==> config.mk <==
export PLATFORM = sky130hd
export DESIGN_NAME = htif_mem_bridge_flat
export DESIGN_NICKNAME = d
export VERILOG_FILES = /design/src/rtl/rv32_pkg.sv /design/src/rtl/htif_mem_bridge_if.sv /design/src/rtl/htif_beat_ctr.sv /design/src/rtl/htif_mem_bridge.sv /design/src/flat_wrapper.sv
export SDC_FILE = /design/constraint.sdc
export NUM_CORES = 1
export LEC_CHECK = 0
export ABC_AREA = 1
export ABC_CLOCK_PERIOD_IN_PS = 1900
export CAP_MARGIN = 20
export CORE_ASPECT_RATIO = 1.2
export CORE_UTILIZATION = 44
export DETAILED_ROUTE_END_ITERATION = 8
export PLACE_DENSITY = 0.86
export SYNTH_ARGS = -nofsm -noshare
export SYNTH_HDL_FRONTEND = slang
export SYNTH_SLANG_ARGS = --single-unit
==> constraint.sdc <==
create_clock -name clk -period 1.9 [get_ports clk]
set_clock_uncertainty 0.1 [all_clocks]
set_input_delay 0.19 -clock clk [delete_from_list [all_inputs] [get_ports clk]]
set_output_delay 0.19 -clock clk [all_outputs]
set_load 0.005 [all_outputs]
==> src/rtl/rv32_pkg.sv <==
// Shared rv32 memory-port constants and the HTIF bridge state encoding.
package rv32_pkg;

   localparam logic [2:0] MT_X  = 3'd0;
   localparam logic [2:0] MT_B  = 3'd1;
   localparam logic [2:0] MT_H  = 3'd2;
   localparam logic [2:0] MT_W  = 3'd3;
   localparam logic [2:0] MT_D  = 3'd4;
   localparam logic [2:0] MT_BU = 3'd5;
   localparam logic [2:0] MT_HU = 3'd6;
   localparam logic [2:0] MT_WU = 3'd7;

   localparam logic M_XRD = 1'b0;
   localparam logic M_XWR = 1'b1;

   typedef enum logic [2:0] {
      IDLE,
      LO_REQ,
      LO_WAIT,
      HI_REQ,
      HI_WAIT,
      REPLY
   } bridge_state_e;

endpackage

==> src/rtl/htif_mem_bridge_if.sv <==
// HTIF host port plus 32-bit data-memory port; master = bridge side, slave = host/memory side.
interface htif_mem_bridge_if #(
   parameter int HTIF_AW = 64,
   parameter int MEM_AW  = 32
);
   logic               htif_req_valid;
   logic               htif_req_ready;
   logic               htif_req_rw;
   logic [HTIF_AW-1:0] htif_req_addr;
   logic [63:0]        htif_req_data;
   logic               htif_rep_valid;
   logic [63:0]        htif_rep_bits;
   logic               mem_req_valid;
   logic               mem_req_ready;
   logic [MEM_AW-1:0]  mem_req_addr;
   logic [31:0]        mem_req_data;
   logic               mem_req_fcn;
   logic [2:0]         mem_req_typ;
   logic               mem_resp_valid;
   logic [31:0]        mem_resp_data;

   modport master (
      input  htif_req_valid, htif_req_rw, htif_req_addr, htif_req_data,
      input  mem_req_ready, mem_resp_valid, mem_resp_data,
      output htif_req_ready, htif_rep_valid, htif_rep_bits,
      output mem_req_valid, mem_req_addr, mem_req_data, mem_req_fcn, mem_req_typ
   );

   modport slave (
      output htif_req_valid, htif_req_rw, htif_req_addr, htif_req_data,
      output mem_req_ready, mem_resp_valid, mem_resp_data,
      input  htif_req_ready, htif_rep_valid, htif_rep_bits,
      input  mem_req_valid, mem_req_addr, mem_req_data, mem_req_fcn, mem_req_typ
   );
endinterface

==> src/rtl/htif_beat_ctr.sv <==
// Per-beat watchdog counter: clear on state entry, count while enabled, flag at LIMIT.
module htif_beat_ctr #(
   parameter int W     = 8,
   parameter int LIMIT = 255
) (
   input  logic clk,
   input  logic rst_n,
   input  logic clr,
   input  logic en,
   output logic expire
);
   logic [W-1:0] cnt;

   assign expire = (cnt == W'(LIMIT));

   always_ff @(posedge clk or negedge rst_n) begin
      if (!rst_n)              cnt <= '0;
      else if (clr)            cnt <= '0;
      else if (en && !expire)  cnt <= cnt + 1'b1;
   end
endmodule

==> src/rtl/htif_mem_bridge.sv <==
// Splits 64-bit HTIF requests into two 32-bit memory beats (low word first).
// Optional per-beat watchdog enabled by HTIF_MEM_BRIDGE_TIMEOUT_EN.
module htif_mem_bridge
   import rv32_pkg::*;
#(
   parameter int HTIF_AW     = 64,
   parameter int MEM_AW      = 32,
   parameter int TIMEOUT_CYC = 255
) (
   input  logic               clk,
   input  logic               rst_n,
   htif_mem_bridge_if.master  bus,
   output logic               busy,
   output logic               timeout_err
);
   bridge_state_e     state, next_state;
   logic              rw_q;
   logic [MEM_AW-4:0] base_q;
   logic [63:0]       wdata_q;
   logic [31:0]       lo_q, hi_q;
   logic              expire_act;
   logic              to_hit_q;
   logic              unused_addr_bits;

   assign unused_addr_bits = ^{bus.htif_req_addr[HTIF_AW-1:MEM_AW], bus.htif_req_addr[2:0]};

   always_comb begin
      next_state = state;
      unique case (state)
         IDLE:    if (bus.htif_req_valid) next_state = LO_REQ;
         LO_REQ:  if (bus.mem_req_ready)  next_state = LO_WAIT;
         LO_WAIT: if (bus.mem_resp_valid) next_state = HI_REQ;
         HI_REQ:  if (bus.mem_req_ready)  next_state = HI_WAIT;
         HI_WAIT: if (bus.mem_resp_valid) next_state = REPLY;
         REPLY:   next_state = IDLE;
         default: next_state = IDLE;
      endcase
      if (expire_act) next_state = REPLY;
   end

   always_ff @(posedge clk or negedge rst_n) begin
      if (!rst_n) begin
         state   <= IDLE;
         rw_q    <= 1'b0;
         base_q  <= '0;
         wdata_q <= '0;
         lo_q    <= '0;
         hi_q    <= '0;
      end else begin
         state <= next_state;
         if (state == IDLE && bus.htif_req_valid) begin
            rw_q    <= bus.htif_req_rw;
            base_q  <= bus.htif_req_addr[MEM_AW-1:3];
            wdata_q <= bus.htif_req_data;
         end
         if (state == LO_WAIT && bus.mem_resp_valid && rw_q == M_XRD) lo_q <= bus.mem_resp_data;
         if (state == HI_WAIT && bus.mem_resp_valid && rw_q == M_XRD) hi_q <= bus.mem_resp_data;
      end
   end

   // All memory-side outputs decode from state, so no host->memory combinational path exists.
   always_comb begin
      bus.htif_req_ready = 1'b0;
      bus.htif_rep_valid = 1'b0;
      bus.htif_rep_bits  = '0;
      bus.mem_req_valid  = 1'b0;
      bus.mem_req_addr   = '0;
      bus.mem_req_data   = '0;
      bus.mem_req_fcn    = M_XRD;
      bus.mem_req_typ    = MT_W;
      busy               = 1'b1;
      unique case (state)
         IDLE: begin
            bus.htif_req_ready = 1'b1;
            busy               = 1'b0;
         end
         LO_REQ: begin
            bus.mem_req_valid = !expire_act;
            bus.mem_req_addr  = {base_q, 3'b000};
            bus.mem_req_data  = wdata_q[31:0];
            bus.mem_req_fcn   = rw_q;
         end
         HI_REQ: begin
            bus.mem_req_valid = !expire_act;
            bus.mem_req_addr  = {base_q, 3'b100};
            bus.mem_req_data  = wdata_q[63:32];
            bus.mem_req_fcn   = rw_q;
         end
         REPLY: begin
            bus.htif_rep_valid = 1'b1;
            if (to_hit_q)            bus.htif_rep_bits = 64'hDEAD_BEEF_DEAD_BEEF;
            else if (rw_q == M_XRD)  bus.htif_rep_bits = {hi_q, lo_q};
         end
         default: ;
      endcase
   end

`ifdef HTIF_MEM_BRIDGE_TIMEOUT_EN
   localparam int CW_RAW = $clog2(TIMEOUT_CYC + 1);
   localparam int CW     = (CW_RAW < 8) ? 8 : CW_RAW;

   logic in_beat, ctr_clr, ctr_expire, err_q;

   assign in_beat = (state == LO_REQ) || (state == LO_WAIT) ||
                    (state == HI_REQ) || (state == HI_WAIT);
   // Clearing on any state change zeroes the count for the first cycle of the new state.
   assign ctr_clr    = (next_state != state);
   assign expire_act = ctr_expire && in_beat;

   htif_beat_ctr #(.W(CW), .LIMIT(TIMEOUT_CYC)) u_beat_ctr (
      .clk    (clk),
      .rst_n  (rst_n),
      .clr    (ctr_clr),
      .en     (in_beat),
      .expire (ctr_expire)
   );

   always_ff @(posedge clk or negedge rst_n) begin
      if (!rst_n) begin
         to_hit_q <= 1'b0;
         err_q    <= 1'b0;
      end else if (expire_act) begin
         to_hit_q <= 1'b1;
         err_q    <= 1'b1;
      end else if (state == IDLE) begin
         to_hit_q <= 1'b0;
      end
   end

   assign timeout_err = err_q;
`else
   logic [31:0] unused_timeout_cfg;
   assign unused_timeout_cfg = 32'(TIMEOUT_CYC);
   assign expire_act  = 1'b0;
   assign to_hit_q    = 1'b0;
   assign timeout_err = 1'b0;
`endif

endmodule
==> src/flat_wrapper.sv <==
// flat-port wrapper written by rule: the top's interface ports become plain ports
module htif_mem_bridge_flat import rv32_pkg::*;
#(
   parameter int HTIF_AW     = 64,
   parameter int MEM_AW      = 32,
   parameter int TIMEOUT_CYC = 255
)
  (clk, rst_n, busy, timeout_err, bus_htif_req_valid, bus_htif_req_rw, bus_htif_req_addr, bus_htif_req_data, bus_mem_req_ready, bus_mem_resp_valid, bus_mem_resp_data, bus_htif_req_ready, bus_htif_rep_valid, bus_htif_rep_bits, bus_mem_req_valid, bus_mem_req_addr, bus_mem_req_data, bus_mem_req_fcn, bus_mem_req_typ);
  htif_mem_bridge_if #(.HTIF_AW(HTIF_AW), .MEM_AW(MEM_AW)) bus_i ();
  input  logic clk;
  input  logic rst_n;
  output logic busy;
  output logic timeout_err;
  input wire logic [$bits(bus_i.htif_req_valid)-1:0] bus_htif_req_valid;
  input wire logic [$bits(bus_i.htif_req_rw)-1:0] bus_htif_req_rw;
  input wire logic [$bits(bus_i.htif_req_addr)-1:0] bus_htif_req_addr;
  input wire logic [$bits(bus_i.htif_req_data)-1:0] bus_htif_req_data;
  input wire logic [$bits(bus_i.mem_req_ready)-1:0] bus_mem_req_ready;
  input wire logic [$bits(bus_i.mem_resp_valid)-1:0] bus_mem_resp_valid;
  input wire logic [$bits(bus_i.mem_resp_data)-1:0] bus_mem_resp_data;
  output wire logic [$bits(bus_i.htif_req_ready)-1:0] bus_htif_req_ready;
  output wire logic [$bits(bus_i.htif_rep_valid)-1:0] bus_htif_rep_valid;
  output wire logic [$bits(bus_i.htif_rep_bits)-1:0] bus_htif_rep_bits;
  output wire logic [$bits(bus_i.mem_req_valid)-1:0] bus_mem_req_valid;
  output wire logic [$bits(bus_i.mem_req_addr)-1:0] bus_mem_req_addr;
  output wire logic [$bits(bus_i.mem_req_data)-1:0] bus_mem_req_data;
  output wire logic [$bits(bus_i.mem_req_fcn)-1:0] bus_mem_req_fcn;
  output wire logic [$bits(bus_i.mem_req_typ)-1:0] bus_mem_req_typ;
  assign bus_i.htif_req_valid = bus_htif_req_valid;
  assign bus_i.htif_req_rw = bus_htif_req_rw;
  assign bus_i.htif_req_addr = bus_htif_req_addr;
  assign bus_i.htif_req_data = bus_htif_req_data;
  assign bus_i.mem_req_ready = bus_mem_req_ready;
  assign bus_i.mem_resp_valid = bus_mem_resp_valid;
  assign bus_i.mem_resp_data = bus_mem_resp_data;
  assign bus_htif_req_ready = bus_i.htif_req_ready;
  assign bus_htif_rep_valid = bus_i.htif_rep_valid;
  assign bus_htif_rep_bits = bus_i.htif_rep_bits;
  assign bus_mem_req_valid = bus_i.mem_req_valid;
  assign bus_mem_req_addr = bus_i.mem_req_addr;
  assign bus_mem_req_data = bus_i.mem_req_data;
  assign bus_mem_req_fcn = bus_i.mem_req_fcn;
  assign bus_mem_req_typ = bus_i.mem_req_typ;
  htif_mem_bridge #(.HTIF_AW(HTIF_AW), .MEM_AW(MEM_AW), .TIMEOUT_CYC(TIMEOUT_CYC)) u_core (.clk(clk), .rst_n(rst_n), .bus(bus_i), .busy(busy), .timeout_err(timeout_err));
endmodule
# Word level (Yosys, flattened, before mapping)
# Index checks and enable logic that the tools add are counted.
# totals
in_bits	166
wordCells	40
regBits	161
out_inout_bits	137
# classes
mux	15
n_reduce_logical	8
bitwise_logic	1
eq_ne	10
# ops
op	count
64-bit two-way mux	2
32-bit one-hot mux with 2 select lines	2
3-bit two-way mux	5
3-bit one-hot mux with 5 select lines	1
2-bit != test (second input constant)	5
3-bit by 2-bit equality test with 1-bit output (second input constant)	2
3-bit equality test (second input constant)	2
1-bit logical AND	5
1-bit two-way mux	5
5-bit AND reduction	1
3-bit by 1-bit equality test with 1-bit output (second input constant)	1
3-bit zero test	1
2-bit OR reduction	1
1-bit inverter	1

# Longest topological paths before layout
# Gate-level depths: netlist of the first run.
# depth
ltp_word	3
depth_mapped	9
ltp_nobuf	8

# Worst setup path after synthesis of the first run
# No wires, ideal clock.
# synth_timing
path_kind	register -> register
start	register u_core.state[1]
end	register u_core.wdata_q[10]
required_ps	1683
period_less_slack_ps	1464
stages_incl_launch_ff	10
arrival_ps	1248
setup_ps	117
n_path_buf	3
setup_slack_ps	436
cell_sequence	dfrtp_1 buf_6 nor2_4 inv_2 nor2_4 nand2_2 buf_2 buf_2 nand2_1 nand2_1
# synth_via
elab_chain_cells	2
# synth_rtl
element	line	text
from (decl)	htif_mem_bridge.sv:16	bridge_state_e state, next_state;
from (signal assigned)	htif_mem_bridge.sv:50	state <= next_state;
3-bit zero test	htif_mem_bridge.sv:51	if (state == IDLE && bus.htif_req_valid) begin
1-bit logical AND	htif_mem_bridge.sv:51	
to (signal assigned)	htif_mem_bridge.sv:54	wdata_q <= bus.htif_req_data;
to (decl)	htif_mem_bridge.sv:19	logic [63:0] wdata_q;
# No other way between the ends.
# A chain may end at the register's enable or synchronous reset.

# Final worst setup path of the first run
# layout_timing
start	register u_core.state[2]
end	output bus_htif_rep_bits[58]
# layout_via
elab_chain_cells	2
# layout_rtl
element	line	text
3-bit equality test	htif_mem_bridge.sv:72	unique case (state)
64-bit two-way mux	htif_mem_bridge.sv:72	
to (decl)	flat_wrapper.sv:23	output wire logic [$bits(bus_i.htif_rep_bits)-1:0] bus_htif_rep_bits;
# No other way between the ends.

==> metrics.csv, run 1 <==
stage,metric,value,unit
global_routing,initial antenna violation count,0,
placement,total placed instance area,10500,um2
floorplanning,Die W,121,um
route,vias,8294,
placement,buffers added on ports,261,
sta,Final period util,1.18,
finish,Layout area overhead,77.5,%
route,Detailed Route Iter0 Violations,539,
finish,final instance area,13300,um2
logic_synthesis,"EDFF count, synth",0,
sta,fin worst setup slack,-0.336,ns
logic_synthesis,Syn Inst Count,965,
floorplanning,initial core utilization,0.456,
setup_path,slowest CP cell,dfrtp_1,
min_path,HP Class,input pin to asynchronous set/reset pin,
logic_synthesis,"count leader, synth",nand2_1,
cts,clock sink total,161,
route,met1 WL,10.4,mm
logic_synthesis,"Avg Cell Area, Syn",7.74,um2
setup_path,largest fanout on the critical path,6,
route,Vias/cell,5.38,
sta,Fmax achieved,447,MHz
global_routing,largest net degree at the start of global routing,65,
placement,DP Wirelength,13.9,mm
floorplanning,CORE AREA,16400,um2
cts,Max H-tree Level,4,
logic_synthesis,synth warn,0,
sta,post-layout min period,2.24,ns
flow_run,number of max-cap violations,0,
status,failing checks,setup timing,
logic_synthesis,ys async rst share,1.00,
cts,"Clk pin slew, worst setup/hold paths",0.07,ns
floorplanning,Rows,51,
logic_synthesis,post-synthesis sequential area ratio,0.539,
route,Top Layer Used,met4,
setup_path,worst path cell trace,inv_2 > nor3_4 > buf_6 > buf_12 > nand2_8 > buf_16 > buf_12 > nor2_2 > buf_2,
global_routing,vias in the first global route,7053,
status,run status,"complete, but fails checks",
setup_path,CP endpoint kind,output pin,
cts,Root Driver,clkbuf_16,
pwr,P_leak,0.00663,uW
logic_synthesis,largest area contributor in the netlist,dfrtp_1,
cts,Max Root-Sink Buffers,2,
floorplanning,Die ar.,17500,um2
setup_path,WP data required,1.61,ns
cts,CTS tree,yes,
setup_path,CP Class,flip-flop to output pin,
route,met3 routed WL,2.54,mm
logic_synthesis,post-synth top area share,0.539,
sta,RSZ-0062 raised after global routing,true,
logic_synthesis,Yosys cell types,19,
logic_synthesis,commonest register cell after synthesis,dfrtp_1,
route,First-pass DRT Iterations,5,
pwr,Worst VDD drop,0.950,mV
cts,clk_lat worst skew,0.43,ns
global_routing,GRT overflow,0,
finish,diode count,0,
setup_path,max incr delay on CP,0.40,ns
placement,final RePlAce weighted congestion,0.792,
global_routing,first-pass GRT wire length,34.5,mm
logic_synthesis,#FFs+latches synth,161,
logic_synthesis,cell area after synthesis,7470,um2
setup_path,crit-path most repeated cell,buf_12,
route,Routed WL,30.0,mm
finish,share of cells above drive strength 1,0.411,
logic_synthesis,Post-synth top cells,"271 x nand2_1, 161 x dfrtp_1, 135 x inv_1",
global_routing,GRT Util Overall,0.255,
route,Routed WL per cell,19.5,um
sta,max-slew violations,0,
setup_path,crit start category,flip-flop,
pwr,power per cell area,1520,nW/um2
logic_synthesis,Synth area leaders,"dfrtp_1 54%, nand2_1 14%, inv_1 6.8%",
route,DRC violations left,0,
setup_path,CP arrival,1.95,ns
finish,Final #Nets,1483,
route,post-route antenna net violation count,0,
route,metal2 WL,15.4,mm
sta,Final Setup Violations,254,
sta,Final Hold Fails,0,
sta,Fin Setup TNS,-42.82,ns
floorplanning,I/O pin count,303,
cts,cts bufs inserted,17,
floorplanning,Die Ht,145,um
[worst paths after layout]
kind                                       start                     to  slack [ns]  cells after the start
setup / recovery                 u_core.state[2]  bus_htif_rep_bits[58]       -0.34                      9
hold / removal                             rst_n         u_core.hi_q[2]        0.14                      2
setup reg to reg                 u_core.state[1]       u_core.base_q[5]       -0.19                     12
hold reg to reg               u_core.wdata_q[61]     u_core.wdata_q[61]        0.39                      2
max in group asynchronous                  rst_n        u_core.hi_q[12]        0.95                      3
min in group clk           bus_htif_req_data[61]     u_core.wdata_q[61]        0.20                      3
[critical path: cells and delay by family, from the launching register on]
kind / cells / cell delay, ns
buf+inv: 6 / 0.76
flops: 1 / 0.40
simple gates: 3 / 0.35
[registers in the layout, indices dropped and copies added (netlist names)]
signal	count
u_core.rw_q	1
u_core.wdata_q	64
u_core.state	3
u_core.hi_q	32
u_core.base_q	29
u_core.lo_q	32
[kinds of logic (layout without fill, tap and decap cells)]
group / after synthesis / after routing / share of synthesized area
AND/OR/NAND/NOR: 505 / 509 / 0.278
other: 2 / 6 / 0.00101
buffers and inverters: 202 / 559 / 0.118
AO/OA/AOI/OAI: 95 / 95 / 0.0636
flip-flops: 161 / 161 / 0.539
[cells in the final DEF, fill, tap and decap left out, drive strengths merged]
cell and instances:
clkinvlp 2, conb 6, inv 142, nand4 1, nor3 1, buf 223, dfrtp 161, nor2 128
o21ai 64, dlygate4sd3 1, clkbuf 54, nand2 278, nand3 101, clkdlybuf4s50 128, bufinv 4, a21oi 31
clkinv 5
[through the flow]
step / hold slack (ns) / util / cells / power, uW / worst slack [ns]
after global placement: 0.0464 / 0.638 / 1411 / 11700 / -0.00991
after CTS: 0.163 / 0.700 / 1476 / 16100 / -0.468
after detailed placement: 0.0488 / 0.638 / 1411 / 12000 / -0.119
after floorplan: -0.206 / - / 969 / 8810 / 0.436
final: 0.139 / 0.809 / 1542 / 20100 / -0.336
after global routing: 0.167 / 0.809 / 1542 / 21000 / -0.392
[layout make-up]
type / instances / area, um2
Sequential cell: 161 / 4030
Timing Repair Buffer: 389 / 3970
Multi-Input combinational cell: 610 / 3840
Fill cell: 886 / 3140
Inverter: 138 / 536
Clock buffer: 17 / 425
Tap cell: 212 / 265
Clock inverter: 15 / 206
[power by group]
part	switching (uW)	internal (uW)	leakage (uW)	total (uW)
Combinational	5430	4880	0.00433	10300
Sequential	1150	4920	0.00199	6080
Clock	1520	2220	0.000305	3740
[routing by layer]
| metal | track usage | vias up |
|---|---|---|
| met5 | 0 | - |
| li1 | - | 3640 |
| met3 | 0.0678 | 151 |
| met2 | 0.451 | 530 |
| met4 | 0.109 | 0 |
| met1 | 0.290 | 3973 |
[repair_timing]
| action | CTS | global route |
|---|---|---|
| resized for setup | 292 | 642 |
| hold buffers | 1 | 0 |
| endpoints found under the setup margin | 131 | 225 |
| buffers inserted | 23 | 45 |
| pin swaps | 8 | 26 |
| endpoints found under the hold margin | 113 | 0 |
| gates cloned | 9 | 26 |
Note: power is estimated with default switching activity, not from simulation.
==> inputs of run 2 (changes only) <==
--- a/config.mk
+++ b/config.mk
@@ -9,9 +9,9 @@
 export ABC_CLOCK_PERIOD_IN_PS = 1900
 export CAP_MARGIN = 20
 export CORE_ASPECT_RATIO = 1.2
-export CORE_UTILIZATION = 44
+export CORE_UTILIZATION = 30
+export CTS_CLUSTER_SIZE = 25
 export DETAILED_ROUTE_END_ITERATION = 8
-export PLACE_DENSITY = 0.86
 export SYNTH_ARGS = -nofsm -noshare
 export SYNTH_HDL_FRONTEND = slang
 export SYNTH_SLANG_ARGS = --single-unit
==> metrics.csv, run 2 (synthesis results as in run 1) <==
stage,metric,value,unit
global_routing,GRT overflow,0,
finish,top flop regs,"u_core.wdata_q: 64 flops, u_core.hi_q: 32 flops, u_core.lo_q: 32 flops",
cts,Max Root-Sink Buffers,2,
sta,Fmax achieved,454,MHz
global_routing,first-pass GRT wire length,38.7,mm
finish,diode count,0,
finish,max reg flops,64,
flow_run,number of max-cap violations,0,
cts,"Clk pin slew, worst setup/hold paths",0.07,ns
finish,most frequent cells in the layout,"222 x nand2_1, 160 x dfrtp_1, 131 x inv_1",
floorplanning,CORE AREA,24200,um2
route,First-pass DRT Iterations,5,
setup_path,max incr delay on CP,0.39,ns
sta,fin worst setup slack,-0.301,ns
setup_path,CP Class,flip-flop to output pin,
floorplanning,initial core utilization,0.309,
sta,Final period util,1.16,
finish,Final #Nets,1479,
sta,RSZ-0062 raised after global routing,true,
global_routing,GRT Util Overall,0.194,
floorplanning,Die W,146,um
setup_path,WP data required,1.61,ns
sta,worst-margin pin slew,0.689,ns
global_routing,vias in the first global route,7233,
route,Vias/cell,4.60,
sta,Rel. slew slack,0.541,
pwr,power per cell area,1460,nW/um2
cts,cts bufs inserted,17,
finish,share of cells above drive strength 1,0.376,
setup_path,CP arrival,1.91,ns
sta,Final Setup Violations,226,
min_path,HP Class,input pin to asynchronous set/reset pin,
global_routing,initial antenna violation count,0,
sta,Final Hold Fails,0,
route,Routed WL,28.3,mm
finish,final instance area,13300,um2
sta,Min Hold Slack,0.157,ns
cts,clock sink total,161,
sta,max-slew violations,0,
status,run status,"complete, but fails checks",
sta,post-layout min period,2.20,ns
floorplanning,Die ar.,25500,um2
placement,placed cell count,1518,
setup_path,Crit path max-delay family,buffers and inverters,
floorplanning,Rows,62,
setup_path,worst path cell trace,inv_2 > buf_6 > nor2_4 > buf_6 > nand2_8 > inv_8 > buf_8 > buf_6 > buf_4 > nand2_2 > nand2_1 > buf_2,
pwr,P_leak,0.00665,uW
floorplanning,Die Ht,175,um
global_routing,largest net degree at the start of global routing,69,
status,failing checks,setup timing,
finish,Layout area overhead,77.8,%
cts,CTS tree,yes,
finish,Finished Layout Cells,1646,
cts,clk_lat worst skew,0.42,ns
setup_path,crit start category,flip-flop,
route,post-route antenna net violation count,0,
setup_path,largest fanout on the critical path,4,
finish,Filler cells,2165,
route,vias,7571,
setup_path,CP bufs+invs,8,
finish,"Most flops, register",u_core.wdata_q,
setup_path,CP endpoint kind,output pin,
finish,"commonest non-fill, non-tap cell in the layout",nand2_1,
setup_path,slowest CP cell,dfrtp_1,
cts,Max H-tree Level,4,
route,DRC violations left,0,
placement,buffers added on ports,261,
setup_path,crit-path most repeated cell,buf_6,
placement,total placed instance area,10500,um2
placement,DP Wirelength,14.2,mm
finish,utilization of the core after routing,0.549,
route,Detailed Route Iter0 Violations,296,
pwr,Worst VDD drop,0.738,mV
placement,final RePlAce weighted congestion,0.749,
floorplanning,I/O pin count,303,
route,Routed WL per cell,17.2,um
cts,Root Driver,clkbuf_16,
-- run 2: worst paths after layout --
kind | from | to | slack, ns | cells after the start
worst max-delay path | u_core.state[0] | bus_mem_req_data[12] | -0.30 | 12
worst min-delay path | rst_n | u_core.base_q[11] | 0.16 | 2
worst max register to register | u_core.state[1] | u_core.base_q[10] | -0.15 | 12
worst min register to register | u_core.wdata_q[5] | u_core.wdata_q[5] | 0.37 | 2
max in group asynchronous | rst_n | u_core.wdata_q[56] | 0.90 | 3
min in group clk | bus_htif_req_data[41] | u_core.wdata_q[41] | 0.21 | 3
-- run 2: final cells by class --
| type | count | area (um2) | share of cell area |
|---|---|---|---|
| Tap cell | 320 | 400 | 0.0301 |
| Inverter | 138 | 537 | 0.0404 |
| Timing Repair Buffer | 386 | 4080 | 0.307 |
| Multi-Input combinational cell | 609 | 3640 | 0.274 |
| Sequential cell | 161 | 4030 | 0.303 |
| Clock inverter | 15 | 173 | 0.0130 |
| Clock buffer | 17 | 425 | 0.0320 |
-- run 2: worst reg2reg max path: cells and delay by family, from the launching register on --
kind	cells	cell delay (ns)
AOI/OAI and AO/OA	1	0.05
and+or+nand+nor	4	0.40
DFF	1	0.45
buffers and inverters	7	0.95
-- run 2: report_power, final --
group          switching [uW]  leakage [uW]  internal, uW
clock network            1590      0.000288          1980
logic                    5080       0.00437          4950
registers                 875       0.00199          4920
-- run 2: per-stage QoR --
stage / setup TNS (ns) / power [uW] / setup slack (ns)
after floorplan: 0 / 8810 / 0.436
after global placement: -1.21 / 11800 / -0.0698
after detailed placement: -1.96 / 11900 / -0.0902
after CTS: -24.45 / 16600 / -0.322
after global routing: -50.25 / 20600 / -0.405
final: -34.36 / 19400 / -0.301
-- run 2: per-layer routing --
layer | vias to the layer above | part of all wire | GRT usage
li1 | 3647 | - | -
met1 | 3616 | 0.41 | 0.234
met2 | 268 | 0.51 | 0.341
met3 | 40 | 0.058 | 0.0475
met4 | 0 | 0.020 | 0.0538
met5 | - | 0 | 0
-- run 2: what timing repair did --
item                                    CTS  global route
gates resized for setup                 620           285
gates cloned                             16            30
endpoints found under the setup margin  131           228
hold buffers                              1             0
pin swaps                                26            37
setup buffers                            39            20
endpoints found under the hold margin   117             0
==> inputs of run 3 (changes only) <==
--- a/config.mk
+++ b/config.mk
@@ -12,6 +12,7 @@
 export CORE_UTILIZATION = 30
 export CTS_CLUSTER_SIZE = 25
 export DETAILED_ROUTE_END_ITERATION = 8
+export DONT_BUFFER_PORTS = 1
 export SYNTH_ARGS = -nofsm -noshare
 export SYNTH_HDL_FRONTEND = slang
 export SYNTH_SLANG_ARGS = --single-unit
==> constraint.sdc (replaced) <==
create_clock -name clk -period 1.9 [get_ports clk]
set_clock_uncertainty 0.1 [all_clocks]
set_input_delay 0.19 -clock clk [delete_from_list [all_inputs] [get_ports clk]]
set_output_delay 0.19 -clock clk [all_outputs]
set_load 0.05 [all_outputs]
==> metrics.csv, run 3 (synthesis results as in run 1) <==
stage,metric,value,unit
global_routing,GRT overflow,0,
floorplanning,initial core utilization,0.309,
setup_path,CP Class,flip-flop to output pin,
sta,Final Setup Violations,130,
route,DRC violations left,0,
sta,worst-margin pin slew,0.581,ns
global_routing,largest net degree at the start of global routing,162,
sta,Fin Setup TNS,-26.49,ns
route,met3 routed WL,1.63,mm
route,Top Layer Used,met4,
floorplanning,Die W,146,um
finish,most frequent cells in the layout,"215 x nand2_1, 160 x dfrtp_1, 131 x inv_1",
sta,Min Hold Slack,-0.638,ns
finish,"commonest non-fill, non-tap cell in the layout",nand2_1,
cts,cts bufs inserted,17,
global_routing,GRT Util Overall,0.183,
pwr,power per cell area,1650,nW/um2
pwr,Worst VDD drop,1.12,mV
floorplanning,Die ar.,25500,um2
cts,clk_lat worst skew,0.42,ns
finish,max reg flops,64,
setup_path,crit start category,flip-flop,
setup_path,crit-path most repeated cell,buf_6,
route,Detailed Route Iter0 Violations,356,
floorplanning,I/O pin count,303,
finish,Finished Layout Cells,1588,
finish,Layout area overhead,81.7,%
global_routing,first-pass GRT wire length,37.0,mm
floorplanning,Die Ht,175,um
setup_path,CP bufs+invs,6,
cts,Max Root-Sink Buffers,2,
setup_path,CP arrival,1.88,ns
setup_path,worst path cell trace,inv_2 > buf_6 > nor2_4 > buf_6 > inv_4 > buf_12 > nor2_2 > buf_6,
sta,RSZ-0062 raised after global routing,true,
flow_run,number of max-cap violations,0,
placement,DP Wirelength,13.1,mm
status,failing checks,"hold timing, setup timing",
cts,clock sink total,161,
finish,utilization of the core after routing,0.561,
cts,CTS tree,yes,
route,Routed WL per cell,17.1,um
min_path,HP Class,input pin to asynchronous set/reset pin,
floorplanning,Rows,62,
global_routing,initial antenna violation count,0,
setup_path,Crit path max-delay family,buffers and inverters,
route,met1 WL,10.6,mm
route,Routed WL,27.2,mm
route,First-pass DRT Iterations,5,
sta,Final Hold Fails,161,
placement,placed cell count,1377,
setup_path,WP data required,1.61,ns
cts,"Clk pin slew, worst setup/hold paths",0.07,ns
global_routing,vias in the first global route,7302,
sta,fin worst setup slack,-0.272,ns
route,metal2 WL,14.3,mm
cts,Root Driver,clkbuf_16,
placement,final RePlAce weighted congestion,0.768,
setup_path,max incr delay on CP,0.37,ns
route,Vias/cell,4.73,
placement,buffers added on ports,0,
setup_path,reg2reg setup slack,0.04,ns
setup_path,largest fanout on the critical path,30,
sta,Rel. slew slack,0.612,
sta,post-layout min period,2.17,ns
sta,Fmax achieved,460,MHz
route,post-route antenna net violation count,0,
pwr,P_leak,0.00655,uW
cts,Max H-tree Level,4,
setup_path,slowest CP cell,dfrtp_1,
sta,Final period util,1.14,
status,run status,"complete, but fails checks",
finish,top flop regs,"u_core.wdata_q: 64 flops, u_core.hi_q: 32 flops, u_core.lo_q: 32 flops",
finish,"Most flops, register",u_core.wdata_q,
sta,max-slew violations,0,
setup_path,CP endpoint kind,output pin,
route,vias,7512,
finish,share of cells above drive strength 1,0.342,
floorplanning,CORE AREA,24200,um2
finish,diode count,0,
finish,Final #Nets,1421,
cts,hold_buf cts,129,
[run 3: what timing repair did]
action,CTS,global route
pin swaps,6,35
resized for setup,168,215
endpoints found under the hold margin,321,161
buffers inserted,12,17
endpoints found under the setup margin,129,145
cloned,7,17
[run 3: metal layers]
metal / vias up / global-route usage
met2: 311 / 0.327
li1: 3517 / -
met3: 50 / 0.0491
met4: 0 / 0.0625
met5: - / 0
met1: 3634 / 0.212
[run 3: where the power goes]
group / internal (uW) / total [uW] / switching [uW]
registers: 4920 / 5890 / 967
logic: 5380 / 13100 / 7710
clock network: 1870 / 3410 / 1540
total: 12200 / 22400 / 10200
[run 3: final timing paths]
check / depth (start not counted) / start / end
min in group clk: 4 / bus_htif_req_valid / u_core.wdata_q[30]
max in group asynchronous: 0 / rst_n / u_core.state[2]
hold / removal: 0 / rst_n / u_core.lo_q[10]
setup reg to reg: 10 / u_core.state[0] / u_core.base_q[6]
setup / recovery: 8 / u_core.state[0] / bus_mem_req_addr[27]
hold reg to reg: 2 / u_core.wdata_q[23] / u_core.wdata_q[23]
[run 3: layout make-up]
| type | instances | area (um2) |
|---|---|---|
| Clock buffer | 19 | 443 |
| Clock inverter | 13 | 129 |
| Fill cell | 1984 | 10600 |
| Inverter | 138 | 539 |
| Multi-Input combinational cell | 607 | 3700 |
| Sequential cell | 161 | 4030 |
| Tap cell | 320 | 400 |
| Timing Repair Buffer | 330 | 4330 |
[run 3: stage by stage]
stage,worst slack [ns],instance area [um2],power [uW]
6_report,-0.272,13600,22400
4_1_cts,-0.286,12200,19900
3_5_place_dp,0.0834,9440,14900
3_3_place_gp,0.120,9440,14800
2_1_floorplan,-0.242,7680,11600
5_1_grt,-0.370,13600,23500
